File: config.mk
export PLATFORM = sky130hd
export DESIGN_NAME = mem_arbiter
export DESIGN_NICKNAME = d
export VERILOG_FILES = /design/src/rtl/mem_arbiter.sv
export SDC_FILE = /design/constraint.sdc
export NUM_CORES = 1
export LEC_CHECK = 0
export ABC_AREA = 1
export CORE_MARGIN = 2
export CORE_UTILIZATION = 48
export DETAILED_ROUTE_END_ITERATION = 10
export PLACE_DENSITY_LB_ADDON = 0.25
export SETUP_SLACK_MARGIN = 0.2
export SLEW_MARGIN = 20
export SYNTH_ARGS = -nofsm -noshare
export SYNTH_HDL_FRONTEND = slang
export SYNTH_SLANG_ARGS = --single-unit
File: constraint.sdc
create_clock -name clk -period 2.5 [get_ports clk]
set_input_delay 0.5 -clock clk [delete_from_list [all_inputs] [get_ports clk]]
set_output_delay 0.5 -clock clk [all_outputs]
set_load 0.005 [all_outputs]
File: src/rtl/mem_arbiter.sv
// Round-robin arbiter that shares one request/grant/response memory bus
// between a CPU core's fetch port and data port, with a response timeout.
module mem_arbiter #(
  parameter int ADDR_W  = 32,
  parameter int DATA_W  = 32,
  parameter int TIMEOUT = 255
) (
  input  logic                clk,
  input  logic                rst,
  input  logic                i_req,
  input  logic [ADDR_W-1:0]   i_addr,
  output logic                i_done,
  output logic [DATA_W-1:0]   i_rdata,
  output logic                i_err,
  input  logic                d_req,
  input  logic                d_wen,
  input  logic [ADDR_W-1:0]   d_addr,
  input  logic [DATA_W-1:0]   d_wdata,
  input  logic [DATA_W/8-1:0] d_wmask,
  output logic                d_done,
  output logic [DATA_W-1:0]   d_rdata,
  output logic                d_err,
  output logic                mem_req,
  output logic                mem_wen,
  output logic [ADDR_W-1:0]   mem_addr,
  output logic [DATA_W-1:0]   mem_wdata,
  output logic [DATA_W/8-1:0] mem_wmask,
  input  logic                mem_gnt,
  input  logic                mem_rvalid,
  input  logic [DATA_W-1:0]   mem_rdata
);
  localparam int          MASK_W   = DATA_W / 8;
  localparam logic [15:0] CNT_LAST = 16'(TIMEOUT - 1);

  typedef enum logic [2:0] {IDLE, I_REQ, D_REQ, I_WAIT, D_WAIT} state_t;

  state_t              state_q, state_d;
  logic                last_d_q, last_d_d;  // 1 = data port was granted last
  logic [15:0]         cnt_q, cnt_d;
  logic                mem_req_d, mem_wen_d;
  logic [ADDR_W-1:0]   mem_addr_d;
  logic [DATA_W-1:0]   mem_wdata_d;
  logic [MASK_W-1:0]   mem_wmask_d;
  logic                i_done_d, i_err_d, d_done_d, d_err_d;
  logic [DATA_W-1:0]   i_rdata_d, d_rdata_d;
  logic                i_ok, d_ok, grant_i, grant_d;

  // A port whose done is pulsing this cycle is not re-sampled.
  assign i_ok    = i_req & ~i_done;
  assign d_ok    = d_req & ~d_done;
  assign grant_i = i_ok & (~d_ok | last_d_q);
  assign grant_d = d_ok & ~grant_i;

  always_comb begin
    // NOTE: every variable gets a default before the case so no path leaves
    // one unassigned, which would otherwise infer a latch.
    state_d     = state_q;
    last_d_d    = last_d_q;
    cnt_d       = cnt_q;
    mem_req_d   = mem_req;
    mem_wen_d   = mem_wen;
    mem_addr_d  = mem_addr;
    mem_wdata_d = mem_wdata;
    mem_wmask_d = mem_wmask;
    i_done_d    = 1'b0;
    i_err_d     = 1'b0;
    i_rdata_d   = i_rdata;
    d_done_d    = 1'b0;
    d_err_d     = 1'b0;
    d_rdata_d   = d_rdata;

    case (state_q)
      IDLE: begin
        if (grant_i) begin
          state_d     = I_REQ;
          last_d_d    = 1'b0;
          mem_req_d   = 1'b1;
          mem_wen_d   = 1'b0;
          mem_addr_d  = i_addr;
          mem_wdata_d = '0;
          mem_wmask_d = '0;
        end else if (grant_d) begin
          state_d     = D_REQ;
          last_d_d    = 1'b1;
          mem_req_d   = 1'b1;
          mem_wen_d   = d_wen;
          mem_addr_d  = d_addr;
          mem_wdata_d = d_wdata;
          mem_wmask_d = d_wen ? d_wmask : '0;
        end
      end
      I_REQ, D_REQ: begin
        if (mem_gnt) begin
          state_d   = (state_q == I_REQ) ? I_WAIT : D_WAIT;
          mem_req_d = 1'b0;
          cnt_d     = '0;
        end
      end
      I_WAIT: begin
        if (mem_rvalid) begin
          state_d   = IDLE;
          i_done_d  = 1'b1;
          i_rdata_d = mem_rdata;
        end else if (cnt_q == CNT_LAST) begin
          state_d   = IDLE;
          i_done_d  = 1'b1;
          i_err_d   = 1'b1;
          i_rdata_d = '0;
        end else begin
          cnt_d = cnt_q + 16'd1;
        end
      end
      D_WAIT: begin
        if (mem_rvalid) begin
          state_d   = IDLE;
          d_done_d  = 1'b1;
          d_rdata_d = mem_wen ? '0 : mem_rdata;
        end else if (cnt_q == CNT_LAST) begin
          state_d   = IDLE;
          d_done_d  = 1'b1;
          d_err_d   = 1'b1;
          d_rdata_d = '0;
        end else begin
          cnt_d = cnt_q + 16'd1;
        end
      end
      default: state_d = IDLE;
    endcase
  end

  always_ff @(posedge clk or negedge rst) begin
    if (!rst) begin
      state_q   <= IDLE;
      last_d_q  <= 1'b1;
      cnt_q     <= '0;
      mem_req   <= 1'b0;
      mem_wen   <= 1'b0;
      mem_addr  <= '0;
      mem_wdata <= '0;
      mem_wmask <= '0;
      i_done    <= 1'b0;
      i_err     <= 1'b0;
      i_rdata   <= '0;
      d_done    <= 1'b0;
      d_err     <= 1'b0;
      d_rdata   <= '0;
    end else begin
      // NOTE: non-blocking assignments so every register samples the values
      // from before this edge, independent of statement order.
      state_q   <= state_d;
      last_d_q  <= last_d_d;
      cnt_q     <= cnt_d;
      mem_req   <= mem_req_d;
      mem_wen   <= mem_wen_d;
      mem_addr  <= mem_addr_d;
      mem_wdata <= mem_wdata_d;
      mem_wmask <= mem_wmask_d;
      i_done    <= i_done_d;
      i_err     <= i_err_d;
      i_rdata   <= i_rdata_d;
      d_done    <= d_done_d;
      d_err     <= d_err_d;
      d_rdata   <= d_rdata_d;
    end
  end
endmodule

==> results.txt, run 1 <==
----------------------------------------------------
[Logic synthesis]
  Synthesized netlist cell count ... ~850
  Synthesis warning total ... 0
  Share of the yosys chip area belonging to registers ... 55.60%
  Area contributors post-synth ... sky130_fd_sc_hd__dfrtp_1 (55%), sky130_fd_sc_hd__nand2_1 (15%), sky130_fd_sc_hd__nand3_1 (6.8%)
  EDFF count, synth ... 0
  Syn nets ... 988
  Cell accounting for the most synthesized area ... sky130_fd_sc_hd__dfrtp_1
  Number of synthesized register bits ... between 150 and 200
  Fraction of synthesized cell area taken by the top area cell type ... a little under three fifths
  Commonest cells in the synthesized netlist ... sky130_fd_sc_hd__nand2_1 (290), sky130_fd_sc_hd__dfrtp_1 (157), sky130_fd_sc_hd__nand3_1 (97)
  FFs w/ async S/R, synth ... 100.0%
  Total standard cell area after synthesis ... slightly above 7000 µm²
  Number of different library cells in the post-synthesis netlist ... 28
  Per-instance average area after synthesis ... between 8 and 9 µm²
  Ys flop type ... sky130_fd_sc_hd__dfrtp_1
  Most common cell in the synthesized netlist ... sky130_fd_sc_hd__nand2_1

[Die]
  Die height ... approximately 130 µm
  Initial core utilization ... between 40% and 50%
  Die ar. ... roughly 16000 µm²
  Io pins ... ~280
  Placement Rows ... between 40 and 50
  Chip width ... 125.7 µm
  Core Region ... around 14000 µm²

[STA]
  Post-route clock period utilization ... 75.01%
  Relative slew margins ... slightly below 60%
  Hold Vio Cnt, Final ... 0
  Fmax ... 533.3 MHz
  Setup TNS after final layout ... 0 ns
  Min Clock Period, post-route ... 1.875 ns
  Transition time of the tightest slew-check pin ... around 0.63 ns
  RSZ-0062 raised after global routing ... false
  Final setup violation count ... 0
  Number of max-slew violations in the final report ... 0
  Worst-case clock skew ... roughly 0.0084 ns

[Route]
  Number of iterations in the first detailed-routing pass ... 7
  Detailed-route wire length ... about 21000 µm
  Vias per cell ... 5.224
  Antenna-violating nets left ... 0
  Starting DRT DRC Count ... roughly 560
  Via Count ... 6822
  Post-detailed-route DRC marker count ... 0
  Drt wl/cell ... ~16 µm

[Layout]
  # diodes ... 0
  Summed area of non-filler cells in the final layout ... approximately 11000 µm²
  Layout overhead on the synthesized area ... 49.25%
  Number of nets at the end of the flow ... around 1300
  Share of cells above drive strength 1 ... between 6 and 7%

[Setup path]
  Cell family with the largest share of critical-path delay ... buffers and inverters
  Worst Path Max Fanout ... 2
  Ordered list of cells on the worst path ... clkdlybuf4s50_1
  Crit-path max cell delay ... between 0.5 and 0.6 ns
  Launching element type of the critical path ... register
  Standard cell with the maximum stage delay on the critical path ... sky130_fd_sc_hd__clkdlybuf4s50_1
  Kind of end point of the critical path ... output port
  Data required time at the worst endpoint ... approximately 2 ns
  Setup CP Type ... reg2out
  Worst path buffer plus inverter count ... 1
  Arrival time of data at the critical path endpoint ... 1.38 ns

[Clocking]
  Cell at the root of the clock tree ... sky130_fd_sc_hd__clkbuf_16
  Clock tree from TritonCTS ... yes
  Level count of the clock H-tree ... 4
  TritonCTS buffer count ... 17
  PostCTS Resize Cnt ... 0
  Count of hold-fix buffers inserted at cts ... 0
  Clock transition time at the flip-flop clock pins of the worst setup and hold paths ... ~0.060 ns
  Worst-Skew Late Latency ... 0.43 ns
  Worst-case clock buffer depth ... 2
  Clk sinks ... roughly 160
  Number of post-CTS setup repair buffers ... 0

[Global route]
  Total global routing overflow ... 0
  Tot GR Track Use ... 27.32%
  Number of antenna violations at the first check in global routing ... 0
  Vias in the first global route ... about 6700
  Maximum number of pins on one net before global-route repair ... 65
  First-pass GRT wire length ... around 34000 µm

[Run]
  Max-cap violations ... 0

[Status]
  Result of the run ... complete, no violations

[Power]
  Maximum VDD drop ... 0.6641 mV
  Power density relative to cell area ... roughly 1100 nW/µm²
  Leak pwr ... between 5 and 6 nW

[Placed design]
  Port Buf Inserts ... around 280
  Placer congestion estimate ... 0.8556
  Post-DP HPWL ... ~14000 µm
  Placed standard-cell area ... 10030 µm²

[Min path]
  Class of the worst hold path ... in2async

----------------------------------------------------
## area by class of cell
| class | count | area, µm² |
|---|---|---|
| clock buffer | 17 | 425.4 |
| clock inverter | 14 | 161.4 |
| fill | 1062 | 3862 |
| inverter | 33 | 123.9 |
| multi-input combinational | 607 | 2771 |
| sequential | 158 | 3955 |
| tap | 184 | 230.2 |
| timing repair buffer | 293 | 2949 |
## cell families after synthesis
kind of cell               share of synthesized area (%)
DFF                                                55.60
buffers and inverters                              5.470
AOI/OAI and AO/OA                                  9.305
adders and majority gates                         0.3517
xor gates and xnor gates                          0.3695
and+or+nand+nor                                    28.90
## worst register-to-register path, delay by kind of cell, from the launching register on
family	cells	cell delay, ns
buf+inv	2	0.38
flops	1	0.42
simple gates	8	1.01
## stage by stage
step | utilization (%) | cells | total power, mW | hold WS, ns | setup slack (ns)
2_1_floorplan | - | 847 | 6.144 | 0.2044 | 0.9546
4_1_cts | 73.32 | 1306 | 11.67 | 0.07223 | 0.6038
3_3_place_gp | 69.27 | 1275 | 8.927 | 0.4533 | 0.4306
3_5_place_dp | 69.27 | 1275 | 9.015 | 0.4570 | 0.3739
5_1_grt | 73.32 | 1306 | 12.31 | 0.08761 | 0.3972
6_report | 73.32 | 1306 | 11.59 | 0.04464 | 0.6247
## layer usage
metal / track usage, % / part of all wire (%)
met5: 0 / 0
met4: 9.696 / 3.0
met3: 7.944 / 7.0
met2: 46.23 / 50
met1: 33.60 / 40
## power by group
part | switching, mW | internal (mW)
combinational | 2.21 | 2.65
clock | 1.09 | 1.48
sequential | 0.573 | 3.58
total | 3.88 | 7.71
## sequential cells by signal, indices dropped and copies added, names as in the netlist
name / count
d_rdata: 32
i_rdata: 32
mem_addr: 32
mem_wdata: 32
cnt_q: 16
mem_wmask: 4
state_q: 3
d_done: 1
d_err: 1
i_done: 1
i_err: 1
last_d_q: 1
mem_req: 1
mem_wen: 1
## layout by cell type, fill, tap and decap left out, types with 2 or more instances in the layout
master and instances:
sky130_fd_sc_hd__buf_12 5, sky130_fd_sc_hd__nand2_2 3, sky130_fd_sc_hd__nor3_1 2, sky130_fd_sc_hd__inv_6 3
sky130_fd_sc_hd__clkinvlp_4 5, sky130_fd_sc_hd__nand3_1 97, sky130_fd_sc_hd__nand2_1 290, sky130_fd_sc_hd__xnor2_1 2
sky130_fd_sc_hd__inv_2 5, sky130_fd_sc_hd__nor2_2 5, sky130_fd_sc_hd__dfrtp_1 157, sky130_fd_sc_hd__nor2_1 87
sky130_fd_sc_hd__inv_1 28, sky130_fd_sc_hd__bufinv_16 2, sky130_fd_sc_hd__o21ai_0 5, sky130_fd_sc_hd__clkinv_4 3
sky130_fd_sc_hd__a22o_1 33, sky130_fd_sc_hd__clkdlybuf4s50_1 274, sky130_fd_sc_hd__buf_4 12, sky130_fd_sc_hd__nand2_4 3
sky130_fd_sc_hd__nand3b_1 2, sky130_fd_sc_hd__a21oi_1 67, sky130_fd_sc_hd__nand4_1 3, sky130_fd_sc_hd__ha_1 2
sky130_fd_sc_hd__clkbuf_16 17, sky130_fd_sc_hd__nor2_4 2
## worst paths after layout
kind	start	to	slack (ns)	cells after the start
setup / recovery	mem_wmask[3]	mem_wmask[3]	0.62	1
hold / removal	rst	d_rdata[14]	0.04	1
setup reg to reg	state_q[1]	cnt_q[4]	0.63	10
hold reg to reg	d_rdata[29]	d_rdata[29]	0.47	2
max in group asynchronous	rst	mem_addr[27]	1.72	2
min in group clk	d_rdata[29]	d_rdata[29]	0.47	2
No activity file was read; power rests on OpenSTA's default activity.
==> inputs of run 2 (changes only) <==
--- a/config.mk
+++ b/config.mk
@@ -7,7 +7,7 @@
 export LEC_CHECK = 0
 export ABC_AREA = 1
 export CORE_MARGIN = 2
-export CORE_UTILIZATION = 48
+export CORE_UTILIZATION = 40
 export DETAILED_ROUTE_END_ITERATION = 10
 export PLACE_DENSITY_LB_ADDON = 0.25
 export SETUP_SLACK_MARGIN = 0.2
==> constraint.sdc (replaced) <==
create_clock -name clk -period 1.6 [get_ports clk]
set_input_delay 0.32 -clock clk [delete_from_list [all_inputs] [get_ports clk]]
set_output_delay 0.32 -clock clk [all_outputs]
set_load 0.005 [all_outputs]
==> run 2 against run 1 <==
The flow now finishes with violations (setup timing); critical path depth up 9; die area grew 19%; via count is 16% higher; clock skew grew 0.0026 ns; wire length up 39%; clock power rose by 81%; final cell count up 14%; sequential cell count stayed put; global-route usage about the same; setup slack worse by 0.77 ns; critical path type is now reg2reg; critical endpoint is now i_err; highest routed layer unchanged.
==> results.txt, run 2 (same netlist as run 1, synthesis figures left out) <==
----------------------------------------------------
[Global route]
  Number of antenna violations at the first check in global routing ... 1
  Vias in the first global route ... approximately 7300
  Maximum number of pins on one net before global-route repair ... 65
  First-pass GRT wire length ... ~39000 µm
  Total global routing overflow ... 0
  Tot GR Track Use ... 27.29%

[Status]
  Violations in the final reports ... setup timing
  Result of the run ... finished with violations

[STA]
  Number of max-slew violations in the final report ... 0
  Transition time of the tightest slew-check pin ... around 0.46 ns
  Min Clock Period, post-route ... 1.743 ns
  Fmax ... about 570 MHz
  Hold Vio Cnt, Final ... 0
  Final setup violation count ... between 90 and 100
  Relative slew margins ... a little under 70%
  Worst-case clock skew ... 0.01100 ns
  Setup TNS after final layout ... -4.631 ns
  PnR worst setup slack ... -0.1430 ns
  Post-route clock period utilization ... 108.9%
  RSZ-0062 raised after global routing ... true

[Clocking]
  Worst-Skew Late Latency ... ~0.43 ns
  TritonCTS buffer count ... 17
  Worst-case clock buffer depth ... 2
  Cell at the root of the clock tree ... sky130_fd_sc_hd__clkbuf_16
  Clock tree from TritonCTS ... yes
  Clock transition time at the flip-flop clock pins of the worst setup and hold paths ... 0.07 ns
  Level count of the clock H-tree ... 4
  Clk sinks ... approximately 160

[Setup path]
  Standard cell with the maximum stage delay on the critical path ... sky130_fd_sc_hd__dfrtp_1
  Cell family with the largest share of critical-path delay ... simple AND/OR/NAND/NOR gates
  Ordered list of cells on the worst path ... inv_2 -> ha_4 -> nand2_4 -> nor2_4 -> buf_4 -> buf_4 -> buf_4 -> buf_4 -> nand3_2 -> nor3_2
  Critical register-to-register path endpoint ... i_err
  Worst Path Max Fanout ... 3
  Minimum setup slack among reg-to-reg paths ... -0.14 ns
  Total stage count of the critical path ... 10
  Data required time at the worst endpoint ... slightly below 2 ns
  Setup CP Type ... reg2reg
  Crit-path max cell delay ... roughly 0.41 ns
  Worst path buffer plus inverter count ... 5
  Arrival time of data at the critical path endpoint ... around 2.1 ns
  Crit Reg-Reg Startpoint ... cnt_q[0]
  Critical path capture point ... i_err
  FF-to-FF path depth ... 10
  Launching element type of the critical path ... register
  Most frequent cell on the critical path ... sky130_fd_sc_hd__buf_4
  Launch point of the worst path ... cnt_q[0]
  Kind of end point of the critical path ... register

[Route]
  Detailed-route wire length ... 29760 µm
  Vias per cell ... between 5 and 6
  Post-detailed-route DRC marker count ... 0
  Antenna-violating nets left ... 0
  Drt wl/cell ... roughly 20 µm
  Number of iterations in the first detailed-routing pass ... 5
  Starting DRT DRC Count ... 550
  Via Count ... 7918

[Power]
  Power density relative to cell area ... between 1500 and 2000 nW/µm²
  Leak pwr ... between 6 and 7 nW
  Maximum VDD drop ... 0.9529 mV

[Die]
  Placement Rows ... between 40 and 50
  Initial core utilization ... slightly above 40%
  Die height ... about 140 µm
  Core Region ... 17360 µm²
  Io pins ... between 200 and 300
  Die ar. ... about 19000 µm²
  Chip width ... 137.4 µm

[Run]
  Max-cap violations ... 0

[Placed design]
  Port Buf Inserts ... between 200 and 300
  Placer congestion estimate ... 0.7859
  Worst Setup Slack post-DPL ... -0.3173 ns
  Post-DP HPWL ... about 15000 µm

[Layout]
  Most common cell after layout, fill and taps aside ... sky130_fd_sc_hd__nand2_1
  Share of cells above drive strength 1 ... 35.34%
  Most used cells in the layout excluding fill and tap cells ... sky130_fd_sc_hd__nand2_1 (204), sky130_fd_sc_hd__dfrtp_1 (154), sky130_fd_sc_hd__clkdlybuf4s50_1 (136), sky130_fd_sc_hd__clkdlybuf4s15_1 (103), sky130_fd_sc_hd__buf_4 (83)
  Number of nets at the end of the flow ... between 1000 and 1500
  Layout overhead on the synthesized area ... 88.16%

[Min path]
  Class of the worst hold path ... in2async

----------------------------------------------------
[run 2: changes by cell type in the layout (fill, tap and decap cells not counted), moves of 35 or more]
cell,previous run,this run
sky130_fd_sc_hd__buf_4,12,83
sky130_fd_sc_hd__clkbuf_2,0,35
sky130_fd_sc_hd__nand2_1,290,204
sky130_fd_sc_hd__clkdlybuf4s15_1,0,103
sky130_fd_sc_hd__a21oi_1,67,21
sky130_fd_sc_hd__nand2_2,3,79
sky130_fd_sc_hd__a21oi_2,0,41
sky130_fd_sc_hd__clkdlybuf4s50_1,274,136
[run 2: metrics by stage]
step	total power, mW	hold WS (ns)	area [µm²]	cells	util, %
floorplan	9.639	0.02441	7134	847	-
global placement	14.24	0.2821	10350	1341	59.62
detailed placement	14.42	0.2796	10350	1341	59.62
CTS	20.48	0.3965	12400	1446	71.45
global route	24.11	0.4551	13380	1491	77.10
finish	23.12	0.4290	13380	1492	77.11
[run 2: cell type report]
cell class / count / area (µm²)
inverter: 33 / 140.1
tap: 225 / 281.5
timing repair buffer: 426 / 4476
antenna: 2 / 5.005
clock buffer: 20 / 456.7
sequential: 158 / 3959
multi-input combinational: 616 / 3860
clock inverter: 12 / 206.4
fill: 1080 / 3973
[run 2: timing repair]
item	in CTS	in global routing
hold endpoints to repair	36	0
gates cloned	20	10
setup endpoints to repair	294	221
setup buffers	52	34
pin swaps	37	42
gates resized for setup	371	249
hold buffers	1	0
[run 2: how the worst min path moves through the flow]
stage / end / slack [ns] / cells after the start
after floorplan: cnt_q[0] / 0.02 / 0
after global placement: i_rdata[13] / 0.28 / 1
after detailed placement: i_rdata[17] / 0.28 / 1
after CTS: i_rdata[17] / 0.40 / 2
after global routing: d_rdata[15] / 0.46 / 2
final: i_rdata[16] / 0.43 / 2
[run 2: metal layers]
layer	vias to the layer above	global-route usage, %	wire [µm]
met5	-	0	0
met2	355	45.72	14820
met4	0	9.336	1199
met3	83	6.586	1980
li1	3591	-	-
met1	3889	34.58	11760
[run 2: worst reg2reg max path: stages (launching register included)]
cell                      delay [ns]
sky130_fd_sc_hd__dfrtp_1        0.41
sky130_fd_sc_hd__inv_2          0.09
sky130_fd_sc_hd__ha_4           0.15
sky130_fd_sc_hd__nand2_4        0.06
sky130_fd_sc_hd__nor2_4         0.14
sky130_fd_sc_hd__buf_4          0.13
sky130_fd_sc_hd__buf_4          0.10
sky130_fd_sc_hd__buf_4          0.10
sky130_fd_sc_hd__buf_4          0.10
sky130_fd_sc_hd__nand3_2        0.11
sky130_fd_sc_hd__nor3_2         0.27
[run 2: report_power, final]
part,total (mW),switching [mW],internal (mW)
Clock,4.64,1.77,2.87
Combinational,11.7,5.52,6.22
Sequential,6.73,1.13,5.60
Total,23.1,8.42,14.7
==> inputs of run 3 (changes only) <==
--- a/config.mk
+++ b/config.mk
@@ -7,7 +7,7 @@
 export LEC_CHECK = 0
 export ABC_AREA = 1
 export CORE_MARGIN = 2
-export CORE_UTILIZATION = 40
+export CORE_UTILIZATION = 48
 export DETAILED_ROUTE_END_ITERATION = 10
 export PLACE_DENSITY_LB_ADDON = 0.25
 export SETUP_SLACK_MARGIN = 0.2
==> constraint.sdc (replaced) <==
create_clock -name clk -period 2.05 [get_ports clk]
set_input_delay 0.41 -clock clk [delete_from_list [all_inputs] [get_ports clk]]
set_output_delay 0.41 -clock clk [all_outputs]
set_load 0.005 [all_outputs]
==> run 3 against run 2 <==
The run now ends clean; die area shrank 16%; global-route usage is 0.16 points lower; first-iteration DRC count grew 7.6%; sequential cell count did not move.
==> results.txt, run 3 (same netlist as run 1, synthesis figures left out) <==
----------------------------------------------------
[Layout]
  Most common cell after layout, fill and taps aside ... sky130_fd_sc_hd__nand2_1
  Post-route core utilization ... around three quarters
  Number of nets at the end of the flow ... between 1000 and 1500
  Filler Cell Count ... approximately 1100
  # diodes ... 0
  Reg area ... 3955 µm²
  Most used cells in the layout excluding fill and tap cells ... sky130_fd_sc_hd__nand2_1 (289), sky130_fd_sc_hd__clkdlybuf4s50_1 (274), sky130_fd_sc_hd__dfrtp_1 (157), sky130_fd_sc_hd__nand3_1 (97), sky130_fd_sc_hd__nor2_1 (87)
  Share of cells above drive strength 1 ... 6.389%
  Layout overhead on the synthesized area ... 50.20%
  Number of non-filler instances in the completed layout ... around 1300
  Area occupied by multi-input gates ... about 2800 µm²

[Die]
  Die ar. ... about 16000 µm²
  Io pins ... 277
  Initial core utilization ... between 40% and 50%
  Core Region ... approximately 14000 µm²
  Placement Rows ... 44
  Die height ... approximately 130 µm
  Chip width ... ~130 µm

[Clocking]
  Level count of the clock H-tree ... 4
  Clk sinks ... 158
  Clock tree from TritonCTS ... yes
  Worst-case clock buffer depth ... 2
  Number of post-CTS setup repair buffers ... 0
  Clock transition time at the flip-flop clock pins of the worst setup and hold paths ... around 0.060 ns
  Cell at the root of the clock tree ... sky130_fd_sc_hd__clkbuf_16
  TritonCTS buffer count ... 17
  Worst-Skew Late Latency ... 0.42 ns

[Route]
  Number of iterations in the first detailed-routing pass ... 5
  Vias per cell ... 5.226
  Detailed-route wire length ... around 21000 µm
  Antenna-violating nets left ... 0
  Drt wl/cell ... between 15 and 20 µm
  Via Count ... 6851
  Starting DRT DRC Count ... slightly below 600
  Post-detailed-route DRC marker count ... 0

[Setup path]
  Data required time at the worst endpoint ... 1.64 ns
  Cell family with the largest share of critical-path delay ... buffers and inverters
  Ordered list of cells on the worst path ... clkdlybuf4s50_1
  Setup CP Type ... reg2out
  Worst Path Max Fanout ... 2
  Crit-path max cell delay ... 0.57 ns
  Launching element type of the critical path ... register
  Arrival time of data at the critical path endpoint ... ~1.4 ns
  Kind of end point of the critical path ... output port
  Standard cell with the maximum stage delay on the critical path ... sky130_fd_sc_hd__clkdlybuf4s50_1
  Worst path buffer plus inverter count ... 1

[Global route]
  First-pass GRT wire length ... about 34000 µm
  Number of antenna violations at the first check in global routing ... 0
  Total global routing overflow ... 0
  Tot GR Track Use ... between 20% and 30%
  Maximum number of pins on one net before global-route repair ... 65
  Vias in the first global route ... 6585

[Placed design]
  Port Buf Inserts ... ~280
  DP Cell Count ... roughly 1300
  Post-DP HPWL ... ~15000 µm
  Placer congestion estimate ... about 0.84

[Run]
  Max-cap violations ... 0

[Status]
  Result of the run ... complete, no violations

[Power]
  Power density relative to cell area ... around 1300 nW/µm²
  Leak pwr ... between 5 and 6 nW
  Maximum VDD drop ... 0.7015 mV

[STA]
  Worst-case clock skew ... approximately 0.0094 ns
  RSZ-0062 raised after global routing ... false
  Final setup violation count ... 0
  Transition time of the tightest slew-check pin ... roughly 0.43 ns
  Fmax ... about 560 MHz
  Post-route clock period utilization ... between 80 and 90%
  Setup TNS after final layout ... 0 ns
  Hold Vio Cnt, Final ... 0
  Number of max-slew violations in the final report ... 0
  Min Clock Period, post-route ... ~1.8 ns
  Relative slew margins ... a little under three quarters

[Min path]
  Class of the worst hold path ... in2reg

----------------------------------------------------
## run 3: timing repair
| item | in CTS | in global routing |
|---|---|---|
| setup endpoints to repair | 0 | 68 |
| gates resized for setup | 0 | 4 |
| hold buffers | 1 | 0 |
| hold endpoints to repair | 37 | 0 |
## run 3: final timing paths
| check | start | to | slack [ns] | cells past startpoint |
|---|---|---|---|---|
| worst max-delay path | mem_wdata[28] | mem_wdata[28] | 0.28 | 1 |
| max in group asynchronous | rst | mem_wdata[11] | 0.96 | 3 |
| worst max register to register | cnt_q[4] | d_rdata[26] | 0.34 | 9 |
| min in group asynchronous | rst | i_rdata[16] | 0.46 | 2 |
| worst min-delay path | mem_rvalid | d_err | 0.45 | 4 |
| worst min register to register | d_rdata[8] | d_rdata[8] | 0.47 | 2 |
## run 3: final cells by class
class | instances | area share, %
clock inverters | 10 | 0.8549
well taps | 184 | 2.155
multi-input cells | 607 | 26.17
repair buffers | 298 | 28.33
clock buffers | 21 | 4.310
flip-flops and latches | 158 | 37.02
inverters | 33 | 1.159
## run 3: stage by stage
stage                     power (mW)  setup slack, ns  hold WS [ns]  instance area [µm²]
after floorplan                7.493           0.5537        0.1144                 7113
after global placement         10.94           0.1419        0.3470                10100
after detailed placement       11.09          0.06811        0.3468                10100
after CTS                      14.12           0.2331        0.4324                10660
after global routing           14.93           0.2212        0.4585                10680
final                          14.06           0.2770        0.4457                10680
## run 3: per-layer routing
metal	up-vias	share of wire, %	track usage (%)
li1	3278	-	-
met3	46	7.0	8.326
met4	0	3.1	9.890
met1	3264	40	34.75
met5	-	0	0
met2	263	50	43.91
## run 3: report_power, final
part	leakage (nW)	switching (mW)	internal [mW]
logic	2.77	2.71	3.29
registers	2.00	0.713	4.37
clock network	0.269	1.25	1.72
